<file path="src/rtl/pll_mdrp_reconfig.sv">
// Runtime PLL reconfiguration over MDRP: boot image, then requested divider sets,
// each byte verified by read-back, followed by PLL reset release and lock supervision.
module pll_mdrp_reconfig #(
  parameter int unsigned        NUM_CH       = 2,
  parameter logic [7:0]         INIT_FBDIV   = 8'd17,
  parameter logic [7:0]         INIT_IDIV    = 8'd0,
  parameter logic [NUM_CH*8-1:0] INIT_ODIV   = {NUM_CH{8'd7}},
  parameter int unsigned        RST_HOLD     = 16,
  parameter int unsigned        LOCK_TIMEOUT = 65535
) (
  input  logic                mdclk,
  input  logic                rst_n,
  input  logic                cfg_valid,
  output logic                cfg_ready,
  input  logic [7:0]          cfg_fbdiv,
  input  logic [7:0]          cfg_idiv,
  input  logic [NUM_CH*8-1:0] cfg_odiv,
  output logic                busy,
  output logic                done,
  output logic                err,
  output logic [1:0]          err_code,
  output logic                pll_rst,
  input  logic                pll_lock,
  output logic                lock,
  output logic [1:0]          md_opc,
  output logic                md_ainc,
  output logic [7:0]          md_wdi,
  input  logic [7:0]          md_rdo
);

  localparam int unsigned NREG   = NUM_CH + 2;
  localparam int unsigned IW     = $clog2(NREG);
  localparam int unsigned TO_W   = $clog2(LOCK_TIMEOUT + 1);
  localparam int unsigned HOLD_W = $clog2(RST_HOLD + 1);
  localparam int unsigned CW     = (TO_W > HOLD_W) ? TO_W : HOLD_W;
  localparam int unsigned IMG_W  = NREG * 8;

  localparam logic [IMG_W-1:0] INIT_IMG = {INIT_ODIV, INIT_IDIV, INIT_FBDIV};

  localparam logic [1:0] OpNop   = 2'b00;
  localparam logic [1:0] OpWrite = 2'b01;
  localparam logic [1:0] OpRead  = 2'b10;
  localparam logic [1:0] OpAclr  = 2'b11;

  typedef enum logic [3:0] {
    StIdle, StHold, StAclr, StWr, StRd, StChk, StInc, StRel, StWaitl, StLocked
  } state_e;

  state_e           state_q, state_d;
  logic [CW-1:0]    cnt_q, cnt_d;
  logic [IW-1:0]    idx_q, idx_d;
  logic [IMG_W-1:0] image_q, image_d;
  logic             lock_meta_q, lock_sync_q;
  logic             cfg_ready_q, cfg_ready_d;
  logic             busy_q, busy_d;
  logic             done_q, done_d;
  logic             err_q, err_d;
  logic [1:0]       err_code_q, err_code_d;
  logic             pll_rst_q, pll_rst_d;
  logic [1:0]       md_opc_q, md_opc_d;
  logic             md_ainc_q, md_ainc_d;
  logic [7:0]       md_wdi_q, md_wdi_d;

  logic             accept;
  logic             timeout;
  logic [7:0]       cur_byte;

  assign accept   = cfg_valid && cfg_ready_q;
  assign cur_byte = image_q[8*idx_q +: 8];

  always_comb begin
    state_d    = state_q;
    cnt_d      = cnt_q;
    idx_d      = idx_q;
    image_d    = image_q;
    done_d     = 1'b0;
    err_d      = 1'b0;
    err_code_d = err_code_q;
    timeout    = 1'b0;

    unique case (state_q)
      StIdle, StLocked: begin
        // A request wins over a same-cycle lock loss.
        if (accept) begin
          image_d    = {cfg_odiv, cfg_idiv, cfg_fbdiv};
          err_code_d = 2'd0;
          cnt_d      = '0;
          state_d    = StHold;
        end else if (state_q == StLocked && !lock_sync_q) begin
          state_d = StIdle;
        end
      end
      StHold: begin
        if (cnt_q == CW'(RST_HOLD - 1)) begin
          state_d = StAclr;
        end else begin
          cnt_d = cnt_q + 1'b1;
        end
      end
      StAclr: begin
        idx_d   = '0;
        state_d = StWr;
      end
      StWr:    state_d = StRd;
      StRd:    state_d = StChk;
      StChk: begin
        if (md_rdo != cur_byte) begin
          err_code_d = 2'd1;
          err_d      = 1'b1;
          state_d    = StIdle;
        end else if (idx_q == IW'(NREG - 1)) begin
          state_d = StRel;
        end else begin
          state_d = StInc;
        end
      end
      StInc: begin
        idx_d   = idx_q + 1'b1;
        state_d = StWr;
      end
      StRel: begin
        cnt_d   = '0;
        state_d = StWaitl;
      end
      StWaitl: begin
        // The REL cycle is the first released cycle, so the budget ends at LOCK_TIMEOUT-2.
        if (lock_sync_q) begin
          done_d  = 1'b1;
          state_d = StLocked;
        end else if (cnt_q == CW'(LOCK_TIMEOUT - 2)) begin
          err_code_d = 2'd2;
          err_d      = 1'b1;
          timeout    = 1'b1;
          state_d    = StIdle;
        end else begin
          cnt_d = cnt_q + 1'b1;
        end
      end
      default: state_d = StIdle;
    endcase

    // Registered outputs follow the state being entered.
    cfg_ready_d = (state_d == StIdle) || (state_d == StLocked);
    busy_d      = !cfg_ready_d;
    md_ainc_d   = (state_d == StInc);
    md_wdi_d    = (state_d == StWr) ? image_d[8*idx_d +: 8] : 8'h00;

    unique case (state_d)
      StAclr:  md_opc_d = OpAclr;
      StWr:    md_opc_d = OpWrite;
      StRd:    md_opc_d = OpRead;
      default: md_opc_d = OpNop;
    endcase

    unique case (state_d)
      StRel, StWaitl, StLocked: pll_rst_d = 1'b0;
      StIdle:                   pll_rst_d = timeout ? 1'b1 : pll_rst_q;
      default:                  pll_rst_d = 1'b1;
    endcase
  end

  always_ff @(posedge mdclk or negedge rst_n) begin
    if (!rst_n) begin
      state_q     <= StHold;
      cnt_q       <= '0;
      idx_q       <= '0;
      image_q     <= INIT_IMG;
      lock_meta_q <= 1'b0;
      lock_sync_q <= 1'b0;
      cfg_ready_q <= 1'b0;
      busy_q      <= 1'b1;
      done_q      <= 1'b0;
      err_q       <= 1'b0;
      err_code_q  <= 2'd0;
      pll_rst_q   <= 1'b1;
      md_opc_q    <= OpNop;
      md_ainc_q   <= 1'b0;
      md_wdi_q    <= 8'h00;
    end else begin
      state_q     <= state_d;
      cnt_q       <= cnt_d;
      idx_q       <= idx_d;
      image_q     <= image_d;
      lock_meta_q <= pll_lock;
      lock_sync_q <= lock_meta_q;
      cfg_ready_q <= cfg_ready_d;
      busy_q      <= busy_d;
      done_q      <= done_d;
      err_q       <= err_d;
      err_code_q  <= err_code_d;
      pll_rst_q   <= pll_rst_d;
      md_opc_q    <= md_opc_d;
      md_ainc_q   <= md_ainc_d;
      md_wdi_q    <= md_wdi_d;
    end
  end

  assign cfg_ready = cfg_ready_q;
  assign busy      = busy_q;
  assign done      = done_q;
  assign err       = err_q;
  assign err_code  = err_code_q;
  assign pll_rst   = pll_rst_q;
  assign md_opc    = md_opc_q;
  assign md_ainc   = md_ainc_q;
  assign md_wdi    = md_wdi_q;
  // Lock must drop in the very cycle the synchronised lock falls.
  assign lock      = (state_q == StLocked) && lock_sync_q;

endmodule

</file>
<file path="config.mk">
export PLATFORM = sky130hd
export DESIGN_NAME = pll_mdrp_reconfig
export DESIGN_NICKNAME = d
export VERILOG_FILES = /design/src/rtl/pll_mdrp_reconfig.sv
export SDC_FILE = /design/constraint.sdc
export NUM_CORES = 1
export LEC_CHECK = 0
export BUFFER_PORTS_ARGS = -buffer_cell sky130_fd_sc_hd__buf_4
export CAP_MARGIN = 20
export CELL_PAD_IN_SITES_DETAIL_PLACEMENT = 1
export CELL_PAD_IN_SITES_GLOBAL_PLACEMENT = 1
export CORE_MARGIN = 5
export CORE_UTILIZATION = 40
export DETAILED_ROUTE_END_ITERATION = 16
export GPL_TIMING_DRIVEN = 0
export PLACE_DENSITY = 0.71
export SLEW_MARGIN = 20
export SYNTH_ARGS = -nofsm -noshare
export SYNTH_HDL_FRONTEND = slang
export SYNTH_SLANG_ARGS = --single-unit
</file>
<file path="constraint.sdc">
create_clock -name mdclk -period 5.2 [get_ports mdclk]
set_input_delay 1.3 -clock mdclk [delete_from_list [all_inputs] [get_ports mdclk]]
set_output_delay 1.3 -clock mdclk [all_outputs]
set_load 0.05 [all_outputs]
</file>
==> results by stage <==
Final layout:
- The count of cells in the finished layout, fillers not included, comes to 638.
- In the layout the commonest cells are 113 x nand2_1, 63 x buf_4, 63 x dfrtp_1.
- In the final layout, the share of cells above drive strength 1 is 25.15%.
- The number of antenna repair diodes is 0.
- At the end of the flow, the number of nets in the layout was 547.
- The most frequent standard cell in the layout excluding fill and tap cells is nand2_1.
- Relative to the synthesized area, the layout overhead comes to 21.36%.

Setup path:
- The origin of the critical flop-to-flop path is state_q[0]$_DFF_PN1_.
- The worst setup path is launched from a flop.
- The signal on the critical path passes through buf_2, nor2_1, nand3_1, nor2_1, buf_4.
- In this design, the critical path's most frequently occurring cell is nor2_1.
- The required time of the critical path is 3.90 ns.
- The capturing element of the worst setup path is lock.
- The capturing element type of the critical path is an output port.
- The critical-path cell with the highest stage delay is nor2_1.
- The worst-case reg-to-reg path depth is 8.
- The setup path with the least slack is of type flop to output port.
- Tracing the worst setup path back leads to its startpoint at state_q[1]$_DFF_PN0_.
- Of all nets on the critical path, the largest fanout is 10.
- The arrival time reported for the critical path endpoint is 1.92 ns.
- The delay contributed by the slowest stage of the critical path is 0.49 ns.
- The slack of the worst reg-to-reg path is 2.40 ns.
- The reg-to-reg endpoint is md_wdi[6]$_DFF_PN0_.

Clock network:
- The clock net in this run drives a total of 74 sinks.
- The clock root buffer is clkbuf_8.
- The maximum level of the CTS H-tree is 3.
- The clock edge transition at the registers on the reported setup and hold paths is 0.08 ns.
- Hold repair after CTS inserted 0 buffers.
- TritonCTS created 9 clock buffers.
- At the later pin of the worst-skew pair, clock insertion delay measures 0.35 ns.
- After clock tree synthesis, the repair step resized 0 gates.
- The number of buffers inserted by post-CTS setup repair is 0.
- The maximum count of clock buffers along a single path is 2.
- TritonCTS built the clock tree.

Timing:
- The clock period minus worst slack is 3.219 ns.
- For the pin with the worst max-slew slack, the measured transition is 0.9516 ns.
- Headroom to the max-slew limit came out at 36.56%.
- The number of failing hold endpoints at the final stage is 0.
- The count of endpoints failing setup in the final report is 0.
- Setup repair after global routing left no endpoint under its margin.
- On the final layout, the worst clock skew is 0.01347 ns.
- The final critical-path setup slack is 1.981 ns.
- The number of pins with negative max-slew slack in the final report was 0.
- The maximum operating frequency is 310.7 MHz.
- The share of the clock period used by the worst path is 61.90%.
- The aggregate negative setup slack is 0 ns.

Route:
- The uppermost layer routed is met4.
- For this run, the detailed router's first-pass iteration total came to 4.
- In this run the remaining antenna-violating nets after routing total 0.
- Dividing the detail-routed via count by the number of cells gives 5.453.
- For this run, design rule violations remaining after detail routing come to 0.
- The number of DRC markers after the initial detailed-route iteration is 86.
- The total met3 wirelength after detailed routing is 307 um.
- The met2 wire length is 6077 um.
- After detailed routing, the wire length on met1 is 5080 um.
- The detailed router placed 3479 vias in this run.
- For this block, the routed nets add up to 11620 um of wire.
- After detailed routing, the average wire length per cell comes to 18.21 um.

Floorplanning:
- The die height is 110.3 um.
- After floorplanning, the core was sized to cover 0.009774 mm2.
- The die covers 0.01217 mm2.
- The total I/O pin count is 63.
- Once the floorplan was initialized, standard cells occupied 41.17% of the core.
- The number of cell rows is 36.
- The die width is 110.3 um.

Place:
- Routability-driven placement finished with a final weighted congestion of 0.8456.
- The worst setup timing slack at the placement stage is 1.791 ns.
- In this run, placement finished with an instance count of 622.
- The final HPWL from detailed placement is 8348 um.
- The count of buffers added on input and output ports is 62.

Job:
- The total of max-cap violations is 0.

Logic synthesis:
- The cell area after synthesis is 0.004024 mm2.
- Synthesis produced a netlist with a net count of 474.
- Synthesis instantiated 51 different standard cells from the library.
- The count of flip-flops with a built-in enable after synthesis is 0.
- The sequential fraction of the synthesis area is 46.36%.
- The average instance in the mapped netlist occupies 9.424 um2.
- The number of register bits inferred by synthesis is 74.
- The total of warnings raised by yosys is 0.
- The post-synthesis async set-or-reset flop share is 100.0%.
- After synthesis, the cell types taking the most area are dfrtp_1 39%, nand2_1 11%, dfstp_2 7.2%, mux2i_1 4.5%, mux4_2 4.5%.
- The share of synthesized area in the top cell type comes to 39.18%.
- The most common flop cell mapped by yosys is dfrtp_1.
- The largest area contributor in the synthesized netlist is dfrtp_1.
- The cell count after synthesis came out at 427.

Power and ir drop:
- The worst vdd rail ir drop is 0.0001587 V.
- The static leakage is 0.002388 uW.
- The cell area power density is 433.4 mW/mm2.

Global routing:
- The number of global-route vias before repair came to 3782.
- For this run the aggregate overflow at the end of global routing stands at 0.
- Global routing used 20.42% of the available tracks.
- The first global-routing pass estimated 18980 um of wire.
- Entering global routing, the biggest net connects 75 pins.
- The initial antenna violation count is 0.

Hold path:
- The tightest min-delay check is of the flop to flop type.

Status:
- The run finished with clean final reports.
-- layout make-up --
cell class | instances | area [um2]
inverter | 6 | 22.52
clock inverter | 6 | 90.09
buffer | 23 | 117.6
timing repair buffer | 62 | 465.4
multi-input combinational | 324 | 2018
tap | 133 | 166.4
fill | 1173 | 4891
sequential | 74 | 1866
clock buffer | 10 | 137.6
-- cells by family after synthesis --
group	Yosys count	share of synthesized area [%]
muxes	36	12.28
adders and majority gates	3	0.9329
DFF	74	46.36
AOI/OAI and AO/OA	79	12.84
and+or+nand+nor	198	22.36
buffers and inverters	29	3.482
xor gates and xnor gates	8	1.741
-- state kept, by name, summed over array words and instances, names as in the netlist, 2 cells and up --
signal and cells:
idx_q 2, md_opc 2, cnt_q 16, state_q 4, image_q 32, md_wdi 8, err_code 2
-- synth_stat cells (all sizes together) (5+ instances only) --
cell,count
nand2,113
dfrtp,63
a21oi,27
nor2,25
nand3,21
mux2i,19
buf,14
dfstp,11
o21ai,11
a31oi,10
a311o,9
clkbuf,9
mux2,9
mux4,8
xnor2,8
inv,6
o21a,6
nor2b,5
nor3,5
nor4,5
-- power breakdown --
part | total (uW) | internal, uW | switching, uW | leakage, uW
logic | 731 | 311 | 421 | 0.00133
clock network | 512 | 284 | 228 | 0.000112
registers | 873 | 756 | 117 | 0.000945
total | 2120 | 1350 | 766 | 0.00239
-- critical path: cells and delay by family, from the launching register on --
| family | cells | cell delay [ns] |
|---|---|---|
| DFF | 1 | 0.36 |
| and+or+nand+nor | 3 | 0.83 |
| buffers and inverters | 2 | 0.37 |
-- how the worst min path moves through the flow --
stage	slack [ns]	depth (start not counted)	startpoint	end
after floorplan	0.33	0	lock_meta_q$_DFF_PN0_	lock_sync_q$_DFF_PN0_
after CTS	0.37	0	lock_meta_q$_DFF_PN0_	lock_sync_q$_DFF_PN0_
after global placement	0.34	0	lock_meta_q$_DFF_PN0_	lock_sync_q$_DFF_PN0_
final	0.36	0	lock_meta_q$_DFF_PN0_	lock_sync_q$_DFF_PN0_
after detailed placement	0.35	0	lock_meta_q$_DFF_PN0_	lock_sync_q$_DFF_PN0_
after global routing	0.37	0	lock_meta_q$_DFF_PN0_	lock_sync_q$_DFF_PN0_
-- per-stage QoR --
stage / hold slack (ns) / total power (uW) / util, % / instance area [um2]
detailed placement: 0.3491 / 1614 / 47.63 / 4656
finish: 0.3633 / 2116 / 49.96 / 4883
global placement: 0.3372 / 1583 / 47.63 / 4656
global route: 0.3689 / 2259 / 49.96 / 4883
CTS: 0.3700 / 2139 / 49.96 / 4883
floorplan: 0.3312 / 1383 / - / 4024
-- layer usage --
layer,vias up,global-route usage [%]
met3,10,3.320
met2,52,37.39
met4,0,5.805
li1,1646,-
met5,-,0
met1,1771,24.63
(Power assumes the default switching activity.)
